==> src/rtl/ss_buf_arb.sv <==
// ss_buf_arb: round-robin arbiter sharing the write side of one single-datum
// handshake buffer among REQ_N requesters. Each grant issues exactly one
// buffer write, then a HOLD window masks the buffer's stale registered ready.
// Optional starvation timeout enabled by defining SS_BUF_ARB_TMO_EN.
module ss_buf_arb #(
    parameter int unsigned DATA_W   = 8,
    parameter int unsigned REQ_N    = 4,
    parameter int unsigned HOLD_CYC = 2
`ifdef SS_BUF_ARB_TMO_EN
    ,
    parameter int unsigned TMO_CYC  = 1024
`endif
) (
    input  logic                      clk_i,
    input  logic                      rst_n_i,
    input  logic [REQ_N-1:0]          req_i,
    input  logic [REQ_N*DATA_W-1:0]   data_i,
    output logic [REQ_N-1:0]          ack_o,
    output logic [$clog2(REQ_N)-1:0]  gnt_idx_o,
    output logic                      busy_o,
    output logic [DATA_W-1:0]         buf_wr_data_o,
    output logic                      buf_wr_o,
`ifdef SS_BUF_ARB_TMO_EN
    input  logic                      tmo_clr_i,
    output logic                      tmo_o,
`endif
    input  logic                      buf_rdy_i
);

    localparam int unsigned IDX_W  = $clog2(REQ_N);
    localparam int unsigned HCNT_W = 8;

    typedef enum logic [1:0] {
        ST_IDLE = 2'd0,
        ST_WR   = 2'd1,
        ST_HOLD = 2'd2
    } state_e;

    state_e              state_q;
    logic [REQ_N-1:0]    ack_q;
    logic [IDX_W-1:0]    gnt_idx_q;
    logic                busy_q;
    logic [DATA_W-1:0]   wr_data_q;
    logic                wr_q;
    logic [HCNT_W-1:0]   hold_cnt_q;

    logic [IDX_W-1:0]    gnt_idx_d;
    logic                gnt_vld_d;
    logic [DATA_W-1:0]   wr_data_d;
    logic [IDX_W-1:0]    cand_idx;
    logic                grant;

    assign grant = (state_q == ST_IDLE) && (req_i != '0) && buf_rdy_i;

    // Round-robin search upward from the last grant, wrapping modulo REQ_N.
    always_comb begin
        gnt_idx_d = gnt_idx_q;
        gnt_vld_d = 1'b0;
        cand_idx  = '0;
        for (int unsigned i = 1; i <= REQ_N; i++) begin
            cand_idx = IDX_W'((32'(gnt_idx_q) + i) % REQ_N);
            if (!gnt_vld_d && req_i[cand_idx]) begin
                gnt_vld_d = 1'b1;
                gnt_idx_d = cand_idx;
            end
        end
    end

    // Data mux for the selected winner.
    always_comb begin
        wr_data_d = '0;
        for (int unsigned k = 0; k < REQ_N; k++) begin
            if (IDX_W'(k) == gnt_idx_d) begin
                wr_data_d = data_i[k*DATA_W +: DATA_W];
            end
        end
    end

    // Sequencer: IDLE -> WR (one write strobe + ack) -> HOLD (mask stale ready).
    always_ff @(posedge clk_i or negedge rst_n_i) begin
        if (!rst_n_i) begin
            state_q    <= ST_IDLE;
            ack_q      <= '0;
            gnt_idx_q  <= IDX_W'(REQ_N - 1);
            busy_q     <= 1'b0;
            wr_data_q  <= '0;
            wr_q       <= 1'b0;
            hold_cnt_q <= '0;
        end else begin
            case (state_q)
                ST_IDLE: begin
                    if (grant && gnt_vld_d) begin
                        state_q   <= ST_WR;
                        gnt_idx_q <= gnt_idx_d;
                        wr_data_q <= wr_data_d;
                        wr_q      <= 1'b1;
                        ack_q     <= REQ_N'(1) << gnt_idx_d;
                        busy_q    <= 1'b1;
                    end
                end
                ST_WR: begin
                    state_q    <= ST_HOLD;
                    wr_q       <= 1'b0;
                    ack_q      <= '0;
                    hold_cnt_q <= HCNT_W'(HOLD_CYC - 1);
                end
                ST_HOLD: begin
                    if (hold_cnt_q == '0) begin
                        state_q <= ST_IDLE;
                        busy_q  <= 1'b0;
                    end else begin
                        hold_cnt_q <= hold_cnt_q - HCNT_W'(1);
                    end
                end
                default: begin
                    state_q <= ST_IDLE;
                    wr_q    <= 1'b0;
                    ack_q   <= '0;
                    busy_q  <= 1'b0;
                end
            endcase
        end
    end

    assign ack_o         = ack_q;
    assign gnt_idx_o     = gnt_idx_q;
    assign busy_o        = busy_q;
    assign buf_wr_data_o = wr_data_q;
    assign buf_wr_o      = wr_q;

`ifdef SS_BUF_ARB_TMO_EN
    localparam int unsigned TCNT_W = 16;

    logic [TCNT_W-1:0] tmo_cnt_q;
    logic              tmo_q;

    // Starvation counter: runs while requests wait on a not-ready buffer; clear wins over set.
    always_ff @(posedge clk_i or negedge rst_n_i) begin
        if (!rst_n_i) begin
            tmo_cnt_q <= '0;
            tmo_q     <= 1'b0;
        end else begin
            if ((req_i == '0) || grant) begin
                tmo_cnt_q <= '0;
            end else if ((state_q == ST_IDLE) && !buf_rdy_i &&
                         (tmo_cnt_q != TCNT_W'(TMO_CYC - 1))) begin
                tmo_cnt_q <= tmo_cnt_q + TCNT_W'(1);
            end
            if (tmo_clr_i) begin
                tmo_q <= 1'b0;
            end else if (tmo_cnt_q == TCNT_W'(TMO_CYC - 1)) begin
                tmo_q <= 1'b1;
            end
        end
    end

    assign tmo_o = tmo_q;
`endif

endmodule
==> config.mk <==
export PLATFORM = sky130hd
export DESIGN_NAME = ss_buf_arb
export DESIGN_NICKNAME = d
export VERILOG_FILES = /design/src/rtl/ss_buf_arb.sv
export SDC_FILE = /design/constraint.sdc
export NUM_CORES = 1
export LEC_CHECK = 0
export ABC_AREA = 1
export CAP_MARGIN = 20
export CORE_MARGIN = 2
export CORE_UTILIZATION = 46
export DETAILED_ROUTE_END_ITERATION = 16
export GPL_ROUTABILITY_DRIVEN = 0
export PLACE_DENSITY = 0.86
export SETUP_SLACK_MARGIN = 0.1
export SKIP_CTS_REPAIR_TIMING = 1
export SLEW_MARGIN = 40
export SYNTH_ARGS = -nofsm -noshare
export SYNTH_HDL_FRONTEND = slang
export SYNTH_SLANG_ARGS = --single-unit
==> constraint.sdc <==
create_clock -name clk_i -period 2.1 [get_ports clk_i]
set_clock_uncertainty 0.05 [all_clocks]
set_input_delay 0.525 -clock clk_i [delete_from_list [all_inputs] [get_ports clk_i]]
set_output_delay 0.525 -clock clk_i [all_outputs]
set_load 0.02 [all_outputs]
==> insert_results.sql, run 1 <==
INSERT INTO impl_metrics (metric_group, metric, value, unit) VALUES
('outcome', 'status', 'finished, violations left', ''),
('outcome', 'violated_checks', 'setup timing', ''),
('synth', 'synth-seq-cells', '26', ''),
('sta', 'setup_viol_count_final', '5', ''),
('synth', 'synth_edf_count', '0', ''),
('synth', 'most_common_cell_in_the_netlist', 'nand2_1', ''),
('power_and_ir_drop', 'cell_internal_pwr', '2.812', 'mW'),
('power_and_ir_drop', 'sequentialPowerShare', '15.9', '%'),
('clock_tree', 'cts_tree', 'built', ''),
('sta', 'layout_setup_ws', '-36.34', 'ps'),
('synth', 'area_share_of_fa_ha_maj_cells_after_synthesis', '1.442', '%'),
('synth', 'ys_top_cells_by_area', 'dfrtp_1, nand2_1, nand3_1', ''),
('sta', 'slew_violations', '0', ''),
('power_and_ir_drop', 'power.density', '1990', 'mW/mm^2'),
('synth', 'synth.net_count', '286', ''),
('worst_setup_path', 'worstSetupStartpoint', 'gnt_idx_o[0]', ''),
('finish', 'final_net_count', '365', ''),
('min_path', 'hold_path_startpoint', 'hold_cnt_q[3]', ''),
('finish', 'drive_above_1_share', '25.70', '%'),
('worst_setup_path', 'rr_startpoint', 'gnt_idx_o[0]', ''),
('power_and_ir_drop', 'total_power', '5.697', 'mW'),
('synth', 'area_fraction_in_compound_gates_after_synthesis', '10.17', '%'),
('power_and_ir_drop', 'switching_power', '2.885', 'mW'),
('routing', 'routed_via_density', '5.399', ''),
('synth', 'dominant_combinational_cell_family_by_area_after_synthesis', 'simple AND/OR/NAND/NOR gates', ''),
('global_route', 'met2_usage', '38.14', '%'),
('synth', 'synth.area.mux_share', '0', '%'),
('global_route', 'grt.met1_usage', '24.37', '%'),
('placed_design', 'numPortBuffers', '54', ''),
('sta', 'min_cycle_time_layout', '2136', 'ps'),
('die', 'core.rowCount', '22', ''),
('finish', 'flow.area_growth_from_synthesis', '64.96', '%'),
('die', 'die_h', '65.42', 'um'),
('worst_setup_path', 'endpoint_kind', 'register', ''),
('synth', 'synth-simple-area-share', '38.50', '%'),
('die', 'floorplan.die_area', '0.004280', 'mm^2'),
('routing', 'post-route-drc-count', '0', ''),
('clock_tree', 'clock_path_buffers', '2', ''),
('synth', 'synthXorXnorAreaFrac', '1.009', '%'),
('global_route', 'grt_pass1_vias', '1621', ''),
('clock_tree', 'cts.root.buffer_cell', 'clkbuf_8', ''),
('synth', 'synth.avg_cell_area', '7.083', 'um^2'),
('routing', 'antenna_left', '0', ''),
('sta', 'max_freq', '468.1', 'MHz'),
('clock_tree', 'cts_sinks', '26', ''),
('clock_tree', 'tritoncts.num_buffers', '3', ''),
('global_route', 'grt_first_pass_wirelength', '6913', 'um'),
('finish', 'antennaDiodeCount', '0', ''),
('worst_setup_path', 'timing.critical_path.fanout_max', '9', ''),
('sta', 'fin_hold_ws', '435.9', 'ps'),
('placed_design', 'dp_hpwl', '3206', 'um'),
('synth', 'yosysSeqAreaShare', '37.64', '%'),
('worst_setup_path', 'timing.critical_path.arrival', '2290', 'ps'),
('synth', 'syn-cell-area', '0.001735', 'mm^2'),
('worst_setup_path', 'path_class', 'reg -> reg', ''),
('synth', 'yosysWarningCount', '0', ''),
('sta', 'tightestPinTransition', '339.8', 'ps'),
('power_and_ir_drop', 'total_leakage_power', '1.412', 'nW'),
('global_route', 'met3_usage', '5.822', '%'),
('die', 'fp.coreArea', '0.003633', 'mm^2'),
('clock_tree', 'clkTransAtPathRegs', '90', 'ps'),
('clock_tree', 'clock_latency_reported_for_the_late_side_of_the_worst_skew_pair', '280', 'ps'),
('routing', 'routedWlPerCell', '15.43', 'um'),
('finish', 'layout.filler_cells', '229', ''),
('routing', 'wl', '5724', 'um'),
('worst_setup_path', 'startpoint_type', 'register', ''),
('global_route', 'grt.busiest_layer', 'met2', ''),
('global_route', 'global_route.usage.total', '21.36', '%'),
('power_and_ir_drop', 'switching_share', '50.64', '%'),
('synth', 'yosys.area.top_type_share', '34.61', '%'),
('synth', 'primary_flip_flop_cell_chosen_by_synthesis_mapping', 'dfrtp_1', '');
-- power by group through the flow --
stage          logic (mW)  registers [mW]  clock network, mW
4_1_cts              2.93           0.914              0.427
5_1_grt              4.66           0.934              0.454
6_report             4.37           0.906              0.425
2_1_floorplan        1.94            1.03                  0
3_3_place_gp         2.84           0.915                  0
3_5_place_dp         2.92           0.915                  0
-- registers in the layout (all words and copies together) (netlist names) --
signal,count
gnt_idx_o,2
buf_wr_o,1
ack_o,4
busy_o,1
buf_wr_data_o,8
state_q,2
hold_cnt_q,8
-- stage by stage --
stage	instance area, um^2	setup TNS [ps]	instances
2_1_floorplan	1735	0	245
3_3_place_gp	2412	-2342	357
3_5_place_dp	2412	-3005	357
4_1_cts	2484	-134.6	361
5_1_grt	2863	-695.1	371
6_report	2863	-54.94	371
-- critical path: stages, from the launching register on --
cell and delay [ps]:
dfstp_2 560, buf_12 120, inv_8 50, nand2_2 70
nand2_4 70, nand2_4 100, nand2_8 80, nor2_4 190
nand3_4 120, nand2_8 150, buf_6 130, nand4_1 120
nand2_1 100, o21bai_1 120
-- cells in the final DEF (no fill, tap or decap), types with 5 or more instances in the layout --
cell and count:
nand3_1 20, inv_1 29, dfrtp_1 24, o21ai_0 8, nand2_1 59, dlymetal6s2s_1 6, clkdlybuf4s50_1 48, nand3_4 5
nand4_1 7, nor2_1 17, buf_4 20, nand2_2 9, nand2_4 9
-- path summary, 6_finish.rpt --
check	endpoint	slack, ps	depth (start not counted)
max reg2reg	buf_wr_data_o[5]	-40	13
max in group asynchronous	gnt_idx_o[1]	1140	2
min reg2reg	hold_cnt_q[3]	440	1
min in group asynchronous	hold_cnt_q[3]	560	2
max	buf_wr_data_o[5]	-40	13
min	hold_cnt_q[3]	440	1
-- final cells by class --
cell class | instances | area, um^2 | area share, %
multi-input combinational | 177 | 1122 | 39.20
timing repair buffer | 81 | 804.5 | 28.10
sequential | 26 | 653.1 | 22.81
inverter | 35 | 151.4 | 5.288
tap | 48 | 60.06 | 2.098
clock buffer | 3 | 41.29 | 1.442
clock inverter | 1 | 30.03 | 1.049
-- kinds of logic (layout without fill, tap and decap cells) --
group	count (synthesis)	count (layout)
AOI/OAI and AO/OA	29	29
xor gates and xnor gates	2	2
adders and majority gates	2	2
buffers and inverters	43	120
DFF	26	26
and+or+nand+nor	143	144
-- metal layers --
metal | vias up | wire, um
li1 | 944 | -
met1 | 934 | 2199
met2 | 100 | 2855
met3 | 25 | 395
met4 | 0 | 272
met5 | - | 0
(Power assumes the default switching activity.)
==> run 2: changes to the inputs <==
- CORE_MARGIN: 2 -> unset
==> run 2 against run 1 <==
  * The flow still finishes with violations (setup timing)
  * Combinational power down 6.6%
  * First-iteration DRC count shrank 7.6%
  * Maximum frequency decreased by 1.6%
  * Critical path depth is the same
  * Clock power about the same
  * Core utilization increased by 1.5 points
  * Sequential cell count unchanged
  * Sequential power is 1% lower
  * Final cell count is 0.54% lower
  * Critical endpoint is now buf_wr_data_o[7]
==> insert_results.sql, run 2 (same netlist as run 1, synthesis figures left out) <==
INSERT INTO impl_metrics (metric_group, metric, value, unit) VALUES
('outcome', 'violated_checks', 'setup timing', ''),
('finish', 'flow.area_growth_from_synthesis', '60.42', '%'),
('global_route', 'global_route.usage.total', '22.24', '%'),
('sta', 'slew_violations', '0', ''),
('worst_setup_path', 'regToRegEndpoint', 'buf_wr_data_o[7]', ''),
('global_route', 'grt_antenna_before_repair', '0', ''),
('clock_tree', 'clock_path_buffers', '2', ''),
('sta', 'final-hold-violation-count', '0', ''),
('sta', 'rsz0062_at_grt', 'yes', ''),
('finish', 'final_net_count', '365', ''),
('sta', 'tightestPinTransition', '341.9', 'ps'),
('power_and_ir_drop', 'total_leakage_power', '1.386', 'nW'),
('worst_setup_path', 'required', '2220', 'ps'),
('die', 'die_h', '63.42', 'um'),
('worst_setup_path', 'startpoint_type', 'register', ''),
('sta', 'max_freq', '460.8', 'MHz'),
('clock_tree', 'cts_tree', 'built', ''),
('power_and_ir_drop', 'sequentialPowerShare', '16.6', '%'),
('worst_setup_path', 'worstSetupStartpoint', 'gnt_idx_o[1]', ''),
('die', 'floorplan.die_area', '0.004022', 'mm^2'),
('sta', 'setup_viol_count_final', '5', ''),
('clock_tree', 'h_tree_levels', '1', ''),
('worst_setup_path', 'timing.critical_path.arrival', '2290', 'ps'),
('job', 'max_cap_violations', '0', ''),
('worst_setup_path', 'critPathCapture', 'buf_wr_data_o[7]', ''),
('clock_tree', 'clock_latency_reported_for_the_late_side_of_the_worst_skew_pair', '280', 'ps'),
('die', 'core.rowCount', '21', ''),
('worst_setup_path', 'path_class', 'reg -> reg', ''),
('global_route', 'grt_start_max_net_pins', '27', ''),
('routing', 'routed_via_density', '5.458', ''),
('finish', 'stdcell_area', '0.002784', 'mm^2'),
('die', 'fp.coreArea', '0.003468', 'mm^2'),
('power_and_ir_drop', 'switching_share', '51.43', '%'),
('clock_tree', 'cts.root.buffer_cell', 'clkbuf_8', ''),
('placed_design', 'dp_hpwl', '3317', 'um'),
('die', 'floorplan.initialDensity', '50.04', '%'),
('min_path', 'worstHoldPathType', 'reg -> reg', ''),
('power_and_ir_drop', 'power.density', '1942', 'mW/mm^2'),
('routing', 'antenna_left', '0', ''),
('sta', 'fin_setup_tns', '-176.2', 'ps'),
('finish', 'drive_above_1_share', '23.22', '%'),
('routing', 'drt_pre_antenna_iters', '4', ''),
('finish', 'most-common-layout-cells', 'nand2_1, clkdlybuf4s50_1, inv_1, dfrtp_1, buf_4', ''),
('finish', 'mostFrequentLayoutCell', 'nand2_1', ''),
('worst_setup_path', 'reg2reg_setup_slack', '-70', 'ps'),
('sta', 'min_cycle_time_layout', '2170', 'ps'),
('worst_setup_path', 'timing.reg2reg.worst_path_depth', '13', ''),
('min_path', 'hold_path_startpoint', 'hold_cnt_q[3]', ''),
('die', 'fp.dieW', '63.42', 'um'),
('routing', 'routedWlPerCell', '15.00', 'um'),
('routing', 'wl', '5535', 'um'),
('power_and_ir_drop', 'power_frac_clock', '7.9', '%'),
('clock_tree', 'clkTransAtPathRegs', '90', 'ps'),
('power_and_ir_drop', 'cell_internal_pwr', '2.625', 'mW'),
('sta', 'layout_setup_ws', '-70.02', 'ps'),
('power_and_ir_drop', 'switching_power', '2.780', 'mW'),
('placed_design', 'dpl-instance-area', '0.002425', 'mm^2'),
('placed_design', 'dp_slack', '-284.7', 'ps'),
('finish', 'antennaDiodeCount', '0', ''),
('worst_setup_path', 'endpoint_kind', 'register', ''),
('die', 'pin_count', '55', ''),
('routing', 'via_count', '2014', ''),
('sta', 'slew-limit-headroom', '77.21', '%'),
('sta', 'timing.final.crit_share', '103.3', '%'),
('power_and_ir_drop', 'worst_case_vdd_ir_drop', '1151', 'uV'),
('routing', 'initialDrtViolationCount', '145', ''),
('placed_design', 'numPortBuffers', '54', ''),
('outcome', 'status', 'finished, violations left', ''),
('finish', 'layout.filler_cells', '201', ''),
('worst_setup_path', 'rr_startpoint', 'gnt_idx_o[1]', ''),
('power_and_ir_drop', 'comb_power_share', '75.5', '%'),
('clock_tree', 'tritoncts.num_buffers', '3', ''),
('global_route', 'grt_pass1_vias', '1752', ''),
('global_route', 'grt_first_pass_wirelength', '7238', 'um'),
('global_route', 'grt.overflow.total', '0', ''),
('routing', 'post-route-drc-count', '0', ''),
('worst_setup_path', 'timing.critical_path.fanout_max', '6', ''),
('clock_tree', 'cts_sinks', '26', '');
[run 2: worst min-delay path by stage]
stage | endpoint | slack [ps] | depth (start not counted)
floorplan | ack_o[0] | 180 | 0
global placement | buf_wr_o | 430 | 2
detailed placement | hold_cnt_q[3] | 430 | 1
CTS | hold_cnt_q[3] | 450 | 1
global route | hold_cnt_q[3] | 480 | 1
finish | hold_cnt_q[3] | 440 | 1
[run 2: worst max-delay path: stages (launching register included)]
cell	delay (ps)
dfstp_2	610
inv_2	100
nand2_1	90
nand2_2	100
nand2_4	110
nand2_8	80
o21ai_4	190
nand3_4	180
nand2_8	150
inv_1	90
nor2_1	100
nor2_1	60
nand2_1	80
nand3_1	70
[run 2: per-layer routing]
layer	global-route usage (%)	wire [um]	vias up
met3	3.804	340	22
met1	27.05	2248	945
met2	40.96	2737	101
met5	0	0	-
li1	-	-	946
met4	3.693	208	0
[run 2: power groups by stage]
stage	clock network, mW	logic (mW)	registers [mW]
floorplan	0	1.94	1.03
global placement	0	2.84	0.919
detailed placement	0	2.91	0.919
CTS	0.423	2.94	0.912
global route	0.456	4.40	0.920
finish	0.426	4.08	0.897
[run 2: cell type report]
cell class | count | area (um^2) | share of cell area (%)
multi-input combinational | 178 | 1084 | 38.92
timing repair buffer | 80 | 772.0 | 27.73
sequential | 26 | 653.1 | 23.46
inverter | 35 | 146.4 | 5.258
tap | 46 | 57.56 | 2.067
clock buffer | 3 | 41.29 | 1.483
clock inverter | 1 | 30.03 | 1.079
[run 2: stage by stage]
step / hold slack (ps) / power [mW] / utilization (%) / std cells
finish: 440.7 / 5.405 / 80.27 / 369
global route: 476.6 / 5.774 / 80.27 / 369
CTS: 445.7 / 4.273 / 71.97 / 361
detailed placement: 435.0 / 3.825 / 69.91 / 357
global placement: 426.7 / 3.759 / 69.91 / 357
floorplan: 179.4 / 2.969 / - / 245
